[src/rtl/heap_overflow_tracker.sv]
// Groups contiguous non-stack stores into runs and commits long runs
// to the range buffer; flags load-then-JALR hits as crash requests.
//
// Ports:
//   clk_i, rst_ni            clock, async active-low reset
//   store_valid_i/addr/size  executing store (size in bytes: 1/2/4)
//   store_rs1_i              store base register (sp/fp stores skipped)
//   load_valid_i/addr        executing load
//   buffer_hit_i             range buffer hit for load_addr_i
//   jalr_valid_i             executing JALR
//   en_crash_i               crash enable
//   buf_write_o/buf_ready_i  commit handshake to the range buffer
//   buf_first_o/buf_last_o   committed run bounds
//   active_o                 a run is open
//   load_in_range_o          last load hit a tracked or stored range
//   crash_o                  one-cycle crash request
module heap_overflow_tracker #(
  parameter int ADDR_W        = 32,
  parameter int MIN_RUN_BYTES = 32,
  parameter int TIMEOUT       = 10
) (
  input  logic              clk_i,
  input  logic              rst_ni,
  input  logic              store_valid_i,
  input  logic [ADDR_W-1:0] store_addr_i,
  input  logic [2:0]        store_size_i,
  input  logic [4:0]        store_rs1_i,
  input  logic              load_valid_i,
  input  logic [ADDR_W-1:0] load_addr_i,
  input  logic              buffer_hit_i,
  input  logic              jalr_valid_i,
  input  logic              en_crash_i,
  output logic              buf_write_o,
  input  logic              buf_ready_i,
  output logic [ADDR_W-1:0] buf_first_o,
  output logic [ADDR_W-1:0] buf_last_o,
  output logic              active_o,
  output logic              load_in_range_o,
  output logic              crash_o
);

  localparam int DATE_W = $clog2(TIMEOUT + 1);

  typedef enum logic [1:0] {
    IDLE   = 2'd0,
    TRACK  = 2'd1,
    COMMIT = 2'd2
  } state_e;

  state_e state_q, state_d;

  logic [ADDR_W-1:0] start_q, start_d;
  logic [ADDR_W-1:0] end_q, end_d;
  logic [2:0]        last_size_q, last_size_d;
  logic [31:0]       count_q, count_d;
  logic [DATE_W-1:0] date_q, date_d;
  logic [ADDR_W-1:0] first_q, first_d;
  logic [ADDR_W-1:0] last_q, last_d;
  logic              lir_q, lir_d;
  logic              crash_q, crash_d;

  logic              qualify;
  logic [ADDR_W:0]   next_addr;
  logic              contig;
  logic [32:0]       count_sum;
  logic [31:0]       count_sat;
  logic              close_run;
  logic              run_big;
  logic              in_run;

  // Stores through sp (x2) or fp (x8) are stack traffic.
  assign qualify = store_valid_i
                && (store_rs1_i != 5'd2)
                && (store_rs1_i != 5'd8);

  // Carry into bit ADDR_W means the run would wrap through 0.
  assign next_addr = {1'b0, end_q}
                   + {{(ADDR_W-2){1'b0}}, last_size_q};
  assign contig = !next_addr[ADDR_W]
               && (next_addr[ADDR_W-1:0] == store_addr_i);

  assign count_sum = {1'b0, count_q}
                   + {30'd0, store_size_i};
  assign count_sat = count_sum[32] ? '1
                   : count_sum[31:0];

  assign close_run = qualify ? !contig
                   : (date_q == '0);
  assign run_big = count_q > 32'(MIN_RUN_BYTES);

  assign in_run = (state_q == TRACK)
               && (start_q <= load_addr_i)
               && (load_addr_i <= end_q);

  // State register
  always_ff @(posedge clk_i or negedge rst_ni) begin
    if (!rst_ni) begin
      state_q <= IDLE;
    end else begin
      state_q <= state_d;
    end
  end

  // Next-state logic
  always_comb begin
    state_d = state_q;
    unique case (state_q)
      IDLE: begin
        if (qualify) state_d = TRACK;
      end
      TRACK: begin
        if (close_run) begin
          state_d = run_big ? COMMIT : IDLE;
        end
      end
      COMMIT: begin
        if (buf_ready_i) state_d = IDLE;
      end
      default: state_d = IDLE;
    endcase
  end

  // Output logic
  always_comb begin
    buf_write_o     = (state_q == COMMIT);
    active_o        = (state_q == TRACK);
    buf_first_o     = first_q;
    buf_last_o      = last_q;
    load_in_range_o = lir_q;
    crash_o         = crash_q;
  end

  // Run datapath
  always_comb begin
    start_d     = start_q;
    end_d       = end_q;
    last_size_d = last_size_q;
    count_d     = count_q;
    date_d      = date_q;
    first_d     = first_q;
    last_d      = last_q;
    unique case (state_q)
      IDLE: begin
        if (qualify) begin
          start_d     = store_addr_i;
          end_d       = store_addr_i;
          last_size_d = store_size_i;
          count_d     = {29'd0, store_size_i};
          date_d      = DATE_W'(TIMEOUT);
        end
      end
      TRACK: begin
        if (qualify && contig) begin
          end_d       = store_addr_i;
          last_size_d = store_size_i;
          count_d     = count_sat;
          date_d      = DATE_W'(TIMEOUT);
        end else if (!qualify && date_q != '0) begin
          date_d = date_q - DATE_W'(1);
        end
        if (close_run && run_big) begin
          first_d = start_q;
          last_d  = end_q;
        end
      end
      default: ;
    endcase
  end

  // Load tracking and crash request.
  // A store in the same cycle hides the load.
  always_comb begin
    lir_d = lir_q;
    if (jalr_valid_i) lir_d = 1'b0;
    if (load_valid_i && !store_valid_i) begin
      lir_d = buffer_hit_i || in_run;
    end
    crash_d = jalr_valid_i && lir_q && en_crash_i;
  end

  always_ff @(posedge clk_i or negedge rst_ni) begin
    if (!rst_ni) begin
      start_q     <= '0;
      end_q       <= '0;
      last_size_q <= '0;
      count_q     <= '0;
      date_q      <= '0;
      first_q     <= '0;
      last_q      <= '0;
      lir_q       <= 1'b0;
      crash_q     <= 1'b0;
    end else begin
      start_q     <= start_d;
      end_q       <= end_d;
      last_size_q <= last_size_d;
      count_q     <= count_d;
      date_q      <= date_d;
      first_q     <= first_d;
      last_q      <= last_d;
      lir_q       <= lir_d;
      crash_q     <= crash_d;
    end
  end

endmodule

[config.mk]
export PLATFORM = sky130hd
export DESIGN_NAME = heap_overflow_tracker
export DESIGN_NICKNAME = d
export VERILOG_FILES = /design/src/rtl/heap_overflow_tracker.sv
export SDC_FILE = /design/constraint.sdc
export NUM_CORES = 1
export LEC_CHECK = 0
export BUFFER_PORTS_ARGS = -buffer_cell sky130_fd_sc_hd__buf_2
export CELL_PAD_IN_SITES_DETAIL_PLACEMENT = 1
export CELL_PAD_IN_SITES_GLOBAL_PLACEMENT = 1
export CORE_MARGIN = 2
export CORE_UTILIZATION = 45
export DETAILED_ROUTE_END_ITERATION = 7
export PLACE_DENSITY_LB_ADDON = 0.1
export SYNTH_ARGS = -nofsm -noshare
export SYNTH_HDL_FRONTEND = slang
export SYNTH_SLANG_ARGS = --single-unit
[constraint.sdc]
create_clock -name clk_i -period 3.8 [get_ports clk_i]
set_input_delay 0.76 -clock clk_i [delete_from_list [all_inputs] [get_ports clk_i]]
set_output_delay 0.76 -clock clk_i [all_outputs]
set_load 0.05 [all_outputs]
==> flow_summary.ini <==
[synth]
synth_area_leader_cell = dfrtp_1
syn-cell-area_um2 = 10100
synth_commonest_cells = dfrtp_1, nand2_1, inv_1
synth_most_common_cell = dfrtp_1
synth_area_leaders = dfrtp_1, ha_1, mux2_1
postSynthAreaPerCell_um2 = 9.91
async_reset_ff_share_pct = 100
synthFlopType = dfrtp_1
syn_inst = 1024
synth_edf_count = 0
post-synth-top-area-fraction_pct = 42.2
syn_nets = 1178
synth.distinct_cells = 68
yosys_register_bits = 171
yosysSeqAreaShare_pct = 42.2
ys_warn_count = 0

[min_path]
hp-class = in -> async

[critical_path]
r2r_start = end_q[2]
path_cells = ha_1 -> a21oi_4 -> nand2_1 -> a311oi_1 -> a31oi_1 -> or4_1 -> and4bb_2 -> a21oi_1 -> and2_4 -> buf_12 -> mux2_1
crit_slowest_cell = or4_1
max_stage_delay_ns = 0.61
crit_buf_inv = 1
cp-end-kind = flip-flop
arrival_ns = 4.04
path_delay_family = simple AND/OR/NAND/NOR gates
critPathRequiredTime_ns = 4.12
ff2ff_path_depth = 11
path_depth = 11
criticalPathCategory = reg -> reg
r2r-end = buf_last_o[22]
path_max_fanout = 25
rrSetupSlack_ns = 0.08
startpoint_type = flip-flop

[global_routing]
grt_use_total_pct = 26.7
grt_first_pass_wirelength_um = 49400
grt_pass1_vias = 8714
grt_max_degree = 60
antenna_found_initial = 0
grt_overflow = 0

[place]
routabilityCongestion = 0.893
placed_area_um2 = 11300
hpwl_um = 22700
dp_slack_ns = 0.0752
port_buffers = 147

[flow_run]
maxCapViolations = 0

[floorplan]
fp.dieArea_um2 = 23800
rows = 54
die_x_um = 154
initial_core_util_pct = 46.2
ios = 148
core_area_um2 = 22000
die_h_um = 154

[finish]
multi_input_area_um2 = 5470
antenna_cells = 0
register_area_um2 = 4280
fin_area_um2 = 12100
n_fill_cell = 2529
final_layout_size_suffix_gt1_share_pct = 22.9
syn2layout_area_growth_pct = 19.0
final_nets = 1340
fin_util_pct = 55.0

[sta]
worst_slack_ns = 0.0761
fin_tns_setup_ns = 0
slew_viol_final = 0
finalSetupViolCount = 0
worst_slew_pin_slew_ns = 0.849
period_needed_ns = 3.72
fin_crit_sh_pct = 98.0
skew_ns = 0.0249
maxSlewHeadroom_pct = 42.7
hold_viol = 0
clock.fmax_mhz = 269

[drt]
drt-total-wl_um = 31200
vias = 8423
drc = 0
ant_nets = 0
avgViaCountPerCell = 5.70
firstDrtPassIters = 4
wl_per_cell_um = 21.1
drtIter0Drc = 401

[pwr]
vdd_drop_max_mv = 0.405
p_leak_nw = 6.09
finalPower_mw = 9.18
power_density_nw_per_um2 = 761

[clock_tree]
worstSkewPairLatency_ns = 0.45
tritoncts = done
cts_buffers = 17
clk_path_buf_depth = 2
clock-root-buffer = clkbuf_16
htree_levels = 4
clk_pin_slew_ns = 0.07
clkSinkCount = 171

[outcome]
outcome = finished clean
## layout make-up
| class | instances | share of cell area, % |
|---|---|---|
| multi-input combinational | 737 | 45.3 |
| sequential | 171 | 35.5 |
| timing repair buffer | 183 | 9.16 |
| clock buffer | 17 | 3.53 |
| tap | 280 | 2.90 |
| inverter | 76 | 2.36 |
| clock inverter | 15 | 1.29 |
## power breakdown
part / leakage [nW] / internal, mW / switching [mW]
registers: 2.19 / 2.47 / 0.700
clock network: 0.279 / 0.930 / 0.857
logic: 3.63 / 1.47 / 2.76
## flip-flops by register name, indices dropped and copies added, names as in the netlist
register,count
buf_first_o,32
buf_last_o,32
count_q,32
end_q,32
start_q,32
date_q,4
last_size_q,3
state_q,2
crash_o,1
load_in_range_o,1
## worst register-to-register path, stage by stage, from the launching register on
cell,delay [ns]
dfrtp_1,0.42
ha_1,0.42
a21oi_4,0.27
nand2_1,0.19
a311oi_1,0.32
a31oi_1,0.13
or4_1,0.61
and4bb_2,0.35
a21oi_1,0.08
and2_4,0.28
buf_12,0.19
mux2_1,0.35
## stage by stage
| stage | hold WS [ns] | std cells |
|---|---|---|
| finish | 0.232 | 1479 |
| global route | 0.255 | 1479 |
| CTS | 0.244 | 1472 |
| detailed placement | 0.469 | 1440 |
| global placement | 0.463 | 1440 |
| floorplan | 0.464 | 1024 |
## cell usage in the layout, fill, tap and decap left out, drive strengths merged, types with 3 or more instances in the layout
cell	instances
nor2	34
or4	3
a311oi	5
and4bb	3
nor4	18
o21ai	31
and2	10
dfrtp	171
or2	3
nand2	139
clkinv	3
nand4	27
nor3	29
nor2b	13
xnor2	27
a2111oi	5
o21a	6
a21o	14
clkbuf	18
xor2	22
a21oi	58
and4	15
ha	72
nand2b	7
clkinvlp	3
and3	25
inv	84
buf	182
a211oi	11
a31oi	8
mux2	97
nand3	24
## what timing repair did
item | CTS | global route
setup buffers | 0 | 6
hold buffers | 0 | 0
setup endpoints to repair | 0 | 111
resized for setup | 0 | 15
## per-layer routing
layer / up-vias / global-route usage [%] / part of all wire, %
met2: 201 / 41.8 / 46
met3: 37 / 3.58 / 3.9
met5: - / 0 / 0
li1: 3953 / - / -
met1: 4232 / 38.7 / 48
met4: 0 / 8.14 / 2.0
## kinds of logic (layout without fill, tap and decap cells)
| kind of cell | Yosys count | count (layout) | synth area share, % |
|---|---|---|---|
| simple gates | 355 | 355 | 17.9 |
| flops | 171 | 171 | 42.2 |
| compound gates | 161 | 161 | 10.6 |
| buf+inv | 116 | 291 | 4.95 |
| mux | 98 | 98 | 10.9 |
| fa+ha+maj | 74 | 74 | 9.28 |
| xor+xnor | 49 | 49 | 4.23 |
## worst max-delay path by stage
stage / endpoint / slack [ns] / from
finish: buf_last_o[22] / 0.08 / end_q[2]
global route: count_q[5] / -0.01 / end_q[0]
global placement: count_q[7] / 0.11 / end_q[0]
floorplan: buf_first_o[22] / 0.34 / end_q[0]
CTS: count_q[22] / 0.03 / end_q[0]
detailed placement: count_q[22] / 0.08 / end_q[0]
(Power assumes the default switching activity.)
